--- config.mk ---
export PLATFORM = sky130hd
export DESIGN_NAME = mips_cu_fsm
export DESIGN_NICKNAME = d
export VERILOG_FILES = /design/src/rtl/mips_cu_fsm.sv
export SDC_FILE = /design/constraint.sdc
export NUM_CORES = 1
export LEC_CHECK = 0
export ABC_AREA = 1
export CORE_UTILIZATION = 38
export CTS_BUF_LIST = sky130_fd_sc_hd__clkbuf_4 sky130_fd_sc_hd__clkbuf_8
export DETAILED_ROUTE_END_ITERATION = 6
export HOLD_SLACK_MARGIN = 0.06
export PLACE_DENSITY = 0.95
export SYNTH_ARGS = -nofsm -noshare
export SYNTH_HDL_FRONTEND = slang
export SYNTH_SLANG_ARGS = --single-unit
--- constraint.sdc ---
create_clock -name clk -period 4.2 [get_ports clk]
set_clock_uncertainty 0.1 [all_clocks]
set_input_delay 0.84 -clock clk [delete_from_list [all_inputs] [get_ports clk]]
set_output_delay 0.84 -clock clk [all_outputs]
set_load 0.02 [all_outputs]
--- src/rtl/mips_cu_fsm.sv ---
// mips_cu_fsm: multi-cycle MIPS control unit FSM; define CU_INTR_EN to add the interrupt-entry state
module mips_cu_fsm #(
  parameter int FS_W = 5
) (
  input  logic            clk,
  input  logic            reset,
  input  logic [31:0]     IR,
  input  logic            N,
  input  logic            Z,
  input  logic            C,
  input  logic            V,
  input  logic            intr,
  output logic [1:0]      pc_sel,
  output logic            pc_ld,
  output logic            pc_inc,
  output logic            im_cs,
  output logic            im_rd,
  output logic            ir_ld,
  output logic            D_En,
  output logic [1:0]      DA_sel,
  output logic            T_sel,
  output logic [1:0]      Y_sel,
  output logic [FS_W-1:0] FS,
  output logic            dm_cs,
  output logic            dm_rd,
  output logic            dm_wr,
  output logic            halted,
  output logic            illegal,
  output logic            int_ack
);
  localparam logic [4:0] FS_PASS = 5'h00, FS_ADD = 5'h02, FS_ADDU = 5'h03, FS_SUB = 5'h04,
                         FS_SUBU = 5'h05, FS_SLT = 5'h06, FS_SLTU = 5'h07, FS_AND = 5'h08,
                         FS_OR = 5'h09, FS_XOR = 5'h0A, FS_NOR = 5'h0B, FS_LUI = 5'h0C;
  typedef enum logic [4:0] {
    INIT, FETCH, DECODE, R_EX, R_WB, I_EX, I_WB, LW_EX, LW_RD, LW_WB,
    SW_EX, SW_WR, BR_EX, BR_TK, JMP, JR, HALT, ILL
`ifdef CU_INTR_EN
    , INTR
`endif
  } state_t;
  state_t state, nxt, dec, done;
  logic [5:0] op, fn;
  logic [4:0] r_fs, i_fs, fs_c;
  logic r_ok, taken, unused;
  assign op = IR[31:26];
  assign fn = IR[5:0];
  assign taken = IR[26] ? ~Z : Z;
  assign FS = FS_W'(fs_c);
  assign unused = ^{N, C, V, IR[25:6], intr};
`ifdef CU_INTR_EN
  assign done = intr ? INTR : FETCH;
`else
  assign done = FETCH;
`endif
  // State register; reset low drops straight to INIT regardless of the clock
  always_ff @(posedge clk or negedge reset)
    if (!reset) state <= INIT;
    else state <= nxt;
  // ALU codes for R-type funct and I-type opcode; r_ok marks the R-type ALU subset
  always_comb begin
    r_fs = FS_PASS;
    r_ok = 1'b1;
    case (fn)
      6'h20: r_fs = FS_ADD;
      6'h21: r_fs = FS_ADDU;
      6'h22: r_fs = FS_SUB;
      6'h23: r_fs = FS_SUBU;
      6'h24: r_fs = FS_AND;
      6'h25: r_fs = FS_OR;
      6'h26: r_fs = FS_XOR;
      6'h27: r_fs = FS_NOR;
      6'h2A: r_fs = FS_SLT;
      6'h2B: r_fs = FS_SLTU;
      default: r_ok = 1'b0;
    endcase
    i_fs = op == 6'h08 ? FS_ADD : op == 6'h0C ? FS_AND : op == 6'h0D ? FS_OR :
           op == 6'h0F ? FS_LUI : FS_PASS;
  end
  // Instruction class chosen in DECODE; anything unrecognised traps to ILL
  always_comb begin
    case (op)
      6'h00: dec = fn == 6'h08 ? JR : fn == 6'h0D ? HALT : r_ok ? R_EX : ILL;
      6'h08, 6'h0C, 6'h0D, 6'h0F: dec = I_EX;
      6'h23: dec = LW_EX;
      6'h2B: dec = SW_EX;
      6'h04, 6'h05: dec = BR_EX;
      6'h02: dec = JMP;
      default: dec = ILL;
    endcase
  end
  // Next state and Moore strobes; everything idles at 0 unless the state asserts it
  always_comb begin
    nxt = state;
    pc_sel = 2'b00;
    pc_ld = 1'b0;
    pc_inc = 1'b0;
    im_cs = 1'b0;
    im_rd = 1'b0;
    ir_ld = 1'b0;
    D_En = 1'b0;
    DA_sel = 2'b00;
    T_sel = 1'b0;
    Y_sel = 2'b00;
    fs_c = FS_PASS;
    dm_cs = 1'b0;
    dm_rd = 1'b0;
    dm_wr = 1'b0;
    halted = 1'b0;
    illegal = 1'b0;
    int_ack = 1'b0;
    case (state)
      INIT: nxt = FETCH;
      FETCH: begin
        {im_cs, im_rd, ir_ld, pc_inc} = 4'b1111;
        nxt = DECODE;
      end
      DECODE: nxt = dec;
      R_EX: begin
        fs_c = r_fs;
        nxt = R_WB;
      end
      R_WB: begin
        fs_c = r_fs;
        D_En = 1'b1;
        nxt = done;
      end
      I_EX: begin
        fs_c = i_fs;
        T_sel = 1'b1;
        nxt = I_WB;
      end
      I_WB: begin
        fs_c = i_fs;
        T_sel = 1'b1;
        D_En = 1'b1;
        DA_sel = 2'b01;
        nxt = done;
      end
      LW_EX: begin
        fs_c = FS_ADD;
        T_sel = 1'b1;
        nxt = LW_RD;
      end
      LW_RD: begin
        {dm_cs, dm_rd} = 2'b11;
        nxt = LW_WB;
      end
      LW_WB: begin
        {dm_cs, dm_rd, D_En} = 3'b111;
        DA_sel = 2'b01;
        Y_sel = 2'b01;
        nxt = done;
      end
      SW_EX: begin
        fs_c = FS_ADD;
        T_sel = 1'b1;
        nxt = SW_WR;
      end
      SW_WR: begin
        {dm_cs, dm_wr} = 2'b11;
        nxt = done;
      end
      BR_EX: begin
        fs_c = FS_SUB;
        nxt = BR_TK;
      end
      BR_TK: begin
        pc_ld = taken;
        nxt = done;
      end
      JMP: begin
        pc_ld = 1'b1;
        pc_sel = 2'b01;
        nxt = done;
      end
      JR: begin
        pc_ld = 1'b1;
        pc_sel = 2'b10;
        nxt = done;
      end
      HALT: halted = 1'b1;
      ILL: {illegal, halted} = 2'b11;
`ifdef CU_INTR_EN
      INTR: begin
        int_ack = 1'b1;
        D_En = 1'b1;
        DA_sel = 2'b10;
        Y_sel = 2'b10;
        pc_ld = 1'b1;
        pc_sel = 2'b10;
        nxt = FETCH;
      end
`endif
      default: nxt = INIT;
    endcase
  end
endmodule
==> flow_summary.yaml, run 1 <==
routing:
  antenna_left: 0
  viasPerCell: 4.783
  wl_per_cell_um: 9.728
  wl_um: 2111
  route.vias.total: 1038
  drc_errors: 0
  first_iter_violations: 32
  drtPass1Iterations: 4
cts:
  cts_max_path_buffers: 2
  clock_latency_ps: 240
  cts_root_buffer: "clkbuf_4"
  path_clk_slew_ps: 40
  hold_buffers: 0
  numClockSinks: 5
  tritoncts: "done"
  htree_num_levels: 1
  cts.repair.resized: 0
  postCtsSetupBuffers: 0
  cts_buffers: 3
worst_setup_path:
  crit_fanout: 4
  cp-start-kind: "input pin"
  critical_path_class: "input pin to primary output"
  cp_data_required_time_ps: 3260
  cp.arrival_ps: 2680
  endpoint_kind: "primary output"
die:
  die_width_um: 49.22
  die_h_um: 49.22
  start_util: 0.4189
  fp.coreArea_um2: 2022
  num_io_pins: 63
  num_rows: 16
  dieArea_um2: 2422
timing:
  hold_violations: 0
  fmax_ghz: 0.2761
  finalSetupTns_ps: 0
  final_max_slew_viol_count: 0
  fin_crit_ps: 3622
  rsz0062_at_grt: "false"
  setup_slack_ps: 578.3
  worstMarginPinSlew_ps: 527.6
  min_period_over_period: 0.8623
  slew_headroom: 0.6455
  setup_violations: 0
place:
  place_area_um2: 1180
  post-place-ws_ps: 604.9
  place.port_buffers: 34
  gp_congestion: 0.8996
  dp.cells: 213
  hpwl_um: 1786
cells_and_area:
  antenna_cells: 0
  flow.area_growth_from_synthesis_pct: 42.84
  drive_gt1_frac: 0.09474
  largest-register: "state"
  mostFrequentLayoutCell: "nand2_1"
  nNetsFinal: 230
  largestRegisters: "state x5"
  most-common-layout-cells: "nand2_1 (36), clkdlybuf4s50_1 (34), nor2_1 (32)"
  instances_no_fill: 217
  postLayoutCellArea_um2: 1210
  largest_reg_flops: 5
yosys:
  synth_top_flop_cell: "dfrtp_1"
  yosysWarningCount: 0
  syn_inst: 156
  yosysSeqAreaShare: 0.1477
  synth_edf_count: 0
  synth_seq_cells: 5
  async_flop_share: 1.000
  syn_area_per_cell_um2: 5.430
  ys_types: 24
  mappedNetlistArea_um2: 847.1
power:
  p_int_uw: 254.6
  net-switching-power_uw: 274.7
  p_total_uw: 529.3
  combPwrFrac: 0.699
  p_seq_frac: 0.186
  p_leak_uw: 0.0006216
  p_sw_frac: 0.5190
  clock_power_share: 0.115
  powerDensity_nw_per_um2: 437.5
  vdd_drop_max_mv: 0.1937
global_routing:
  grt_usage: 0.1914
  grt_start_max_net_pins: 8
  antenna_found_initial: 0
  grt_pass1_wl_um: 3698
  grt_pass1_vias: 948
  grt-ovfl-total: 0
outcome:
  status: "completed"
worst_hold_path:
  hold_class: "flop to flop"
job:
  maxCapViolCount: 0
-- power groups by stage --
stage / Sequential (uW) / Combinational [uW] / Clock, uW
after floorplan: 92.6 / 263 / 0
after global placement: 98.2 / 366 / 0
after detailed placement: 98.8 / 369 / 0
after CTS: 98.1 / 372 / 62.0
after global routing: 103 / 405 / 66.3
final: 98.2 / 370 / 61.0
-- critical path, stage by stage --
cell and delay, ps:
clkdlybuf4s50_1 480, inv_1 50, nor2_1 210, o21ai_0 180
nor2_1 120, nand3_1 80, o211ai_1 90, clkdlybuf4s50_1 640
-- metal layers --
metal | track usage | wire length [um] | vias to the layer above
li1 | - | - | 558
met3 | 0.01558 | 72 | 2
met5 | 0 | 0 | -
met1 | 0.2279 | 952 | 448
met4 | 0.06373 | 8 | 0
met2 | 0.3539 | 1076 | 30
-- cells in the mapped netlist, types with 2 or more instances --
master,count,area [um2]
nand2_1,36,135.1
nor2_1,32,120.1
inv_1,22,82.58
nand3_1,16,80.08
buf_4,7,52.55
nand4_1,6,37.54
o21ai_0,6,30.03
dfrtp_1,5,125.1
inv_2,5,18.77
a21oi_1,3,15.01
nor2_4,2,22.52
nor3_1,2,10.01
nor3_4,2,32.53
o21ai_1,2,10.01
-- cell type report --
class | instances | area [um2]
tap | 27 | 33.78
clock buffer | 4 | 30.03
fill | 198 | 812.0
sequential | 5 | 125.1
multi-input combinational | 120 | 579.3
timing repair buffer | 34 | 340.3
inverter | 27 | 101.3
-- stage by stage --
| stage | hold slack, ps | util |
|---|---|---|
| 3_3_place_gp | 505.9 | 0.5835 |
| 3_5_place_dp | 504.9 | 0.5835 |
| 4_1_cts | 518.3 | 0.5984 |
| 6_report | 516.8 | 0.5984 |
| 5_1_grt | 558.2 | 0.5984 |
| 2_1_floorplan | 443.6 | - |
-- cells by family after synthesis --
logic type / Yosys count / share of synthesized area
and+or+nand+nor: 99 / 0.5436
DFF: 5 / 0.1477
buffers and inverters: 34 / 0.1817
AOI/OAI and AO/OA: 17 / 0.1226
other: 1 / 0.004427
-- worst paths after layout --
check,from,endpoint,slack (ps),depth (start not counted)
setup / recovery,IR[5],FS[1],580,8
hold / removal,state[3],state[3],520,2
setup reg to reg,state[2],state[1],2650,5
hold reg to reg,state[3],state[3],520,2
max in group asynchronous,reset,state[0],3090,1
min in group asynchronous,reset,state[2],720,1
(Power assumes the default switching activity.)
==> run 2: changes to the inputs <==
--- a/config.mk
+++ b/config.mk
@@ -6,6 +6,7 @@
 export NUM_CORES = 1
 export LEC_CHECK = 0
 export ABC_AREA = 1
+export CORE_MARGIN = 2
 export CORE_UTILIZATION = 38
 export CTS_BUF_LIST = sky130_fd_sc_hd__clkbuf_4 sky130_fd_sc_hd__clkbuf_8
 export DETAILED_ROUTE_END_ITERATION = 6
==> run 2 against run 1 <==
  * Sequential power barely moved
  * Via count increased by 1.8%
  * Largest power group unchanged
  * Critical path depth unchanged
  * Clock power down 5.2%
==> flow_summary.yaml, run 2 (synthesis gave the netlist of run 1 again) <==
outcome:
  status: "completed"
die:
  start_util: 0.3943
  fp.coreArea_um2: 2148
  die_h_um: 51.22
  num_io_pins: 63
  dieArea_um2: 2623
  die_width_um: 51.22
  num_rows: 17
power:
  vdd_drop_max_mv: 0.1986
  combPwrFrac: 0.701
  p_sw_frac: 0.5204
  p_seq_frac: 0.190
  powerDensity_nw_per_um2: 437.9
  p_leak_uw: 0.0006216
  net-switching-power_uw: 276.0
  p_int_uw: 254.3
  clock_power_share: 0.109
cts:
  hold_buffers: 0
  cts_buffers: 3
  numClockSinks: 5
  htree_num_levels: 1
  path_clk_slew_ps: 40
  postCtsSetupBuffers: 0
  clock_latency_ps: 230
  tritoncts: "done"
  cts.repair.resized: 0
  cts_root_buffer: "clkbuf_4"
  cts_max_path_buffers: 2
worst_setup_path:
  endpoint_kind: "primary output"
  crit_fanout: 4
  cp_data_required_time_ps: 3260
  cp-start-kind: "input pin"
  cp.arrival_ps: 2710
  critical_path_class: "input pin to primary output"
cells_and_area:
  mostFrequentLayoutCell: "nand2_1"
  largest_reg_flops: 5
  most-common-layout-cells: "nand2_1 (36), clkdlybuf4s50_1 (34), nor2_1 (32)"
  flow.area_growth_from_synthesis_pct: 42.98
  largestRegisters: "state x5"
  drive_gt1_frac: 0.09474
  nNetsFinal: 230
  largest-register: "state"
  antenna_cells: 0
global_routing:
  grt_pass1_vias: 927
  grt-busiest-layer: "met2"
  met3_usage: 0.008772
  use_met2: 0.3225
  grt_pass1_wl_um: 3588
  grt_util_met1: 0.2108
  antenna_found_initial: 0
  grt_start_max_net_pins: 8
  grt_usage: 0.1700
  grt-ovfl-total: 0
place:
  gp_congestion: 0.9595
  place.port_buffers: 34
  hpwl_um: 1868
timing:
  finalSetupTns_ps: 0
  setup_violations: 0
  fmax_ghz: 0.2739
  final_max_slew_viol_count: 0
  slew_headroom: 0.6232
  worstMarginPinSlew_ps: 560.8
  min_period_over_period: 0.8694
  hold_violations: 0
  fin_crit_ps: 3652
  holdWs_ps: 533.5
  rsz0062_at_grt: "false"
routing:
  wl_per_cell_um: 9.844
  viasPerCell: 4.849
  drtPass1Iterations: 4
  route.vias.total: 1057
  first_iter_violations: 25
  antenna_left: 0
  wl_um: 2146
  drc_errors: 0
job:
  maxCapViolCount: 0
worst_hold_path:
  hold_class: "flop to flop"
==> run 2: stage by stage <==
stage               utilization  instances  setup WS (ps)  cell area [um2]  total power, uW
global route             0.5638        218          401.6             1211            573.5
global placement         0.5498        214          602.9             1181            463.2
finish                   0.5638        218          548.4             1211            530.4
detailed placement       0.5498        214          593.4             1181            472.8
floorplan                     -        159           1660            858.3            355.3
CTS                      0.5638        218          586.0             1211            533.0
==> run 2: worst max-delay path, stage by stage <==
cell and delay (ps):
clkdlybuf4s50_1 510, inv_1 60, nor2_1 210, o21ai_0 150, nor2_1 110, nand3_1 80, o211ai_1 100, clkdlybuf4s50_1 640
==> run 2: cell type report <==
class	count	area (um2)
fillers	221	937.1
multi-input cells	120	579.3
repair buffers	34	340.3
flip-flops and latches	5	125.1
inverters	27	101.3
well taps	28	35.03
clock buffers	4	30.03
==> run 2: per-layer routing <==
| layer | wire (um) | share of wire |
|---|---|---|
| met1 | 965 | 0.45 |
| met2 | 1101 | 0.51 |
| met3 | 64 | 0.030 |
| met4 | 15 | 0.0070 |
| met5 | 0 | 0 |
==> run 2: power groups by stage <==
stage | registers [uW] | logic (uW) | clock network, uW
finish | 101 | 372 | 57.8
global route | 105 | 405 | 64.3
detailed placement | 100 | 373 | 0
global placement | 97.5 | 366 | 0
floorplan | 92.6 | 263 | 0
CTS | 99.3 | 374 | 59.6
==> run 2: path summary, 6_finish.rpt <==
kind                                from        to  slack, ps  cells after the start
worst min register to register  state[3]  state[3]        530                      2
worst max register to register  state[2]  state[1]       2640                      5
worst max-delay path               IR[1]     FS[1]        550                      8
worst min-delay path            state[3]  state[3]        530                      2
max in group asynchronous          reset  state[1]       3090                      1
min in group asynchronous          reset  state[4]        730                      1
==> run 3: changes to the inputs <==
--- a/config.mk
+++ b/config.mk
@@ -12,6 +12,7 @@
 export DETAILED_ROUTE_END_ITERATION = 6
 export HOLD_SLACK_MARGIN = 0.06
 export PLACE_DENSITY = 0.95
+export SLEW_MARGIN = 20
 export SYNTH_ARGS = -nofsm -noshare
 export SYNTH_HDL_FRONTEND = slang
 export SYNTH_SLANG_ARGS = --single-unit
==> results of run 3 <==
Final layout, timing and power as in run 2 (identical DEF).
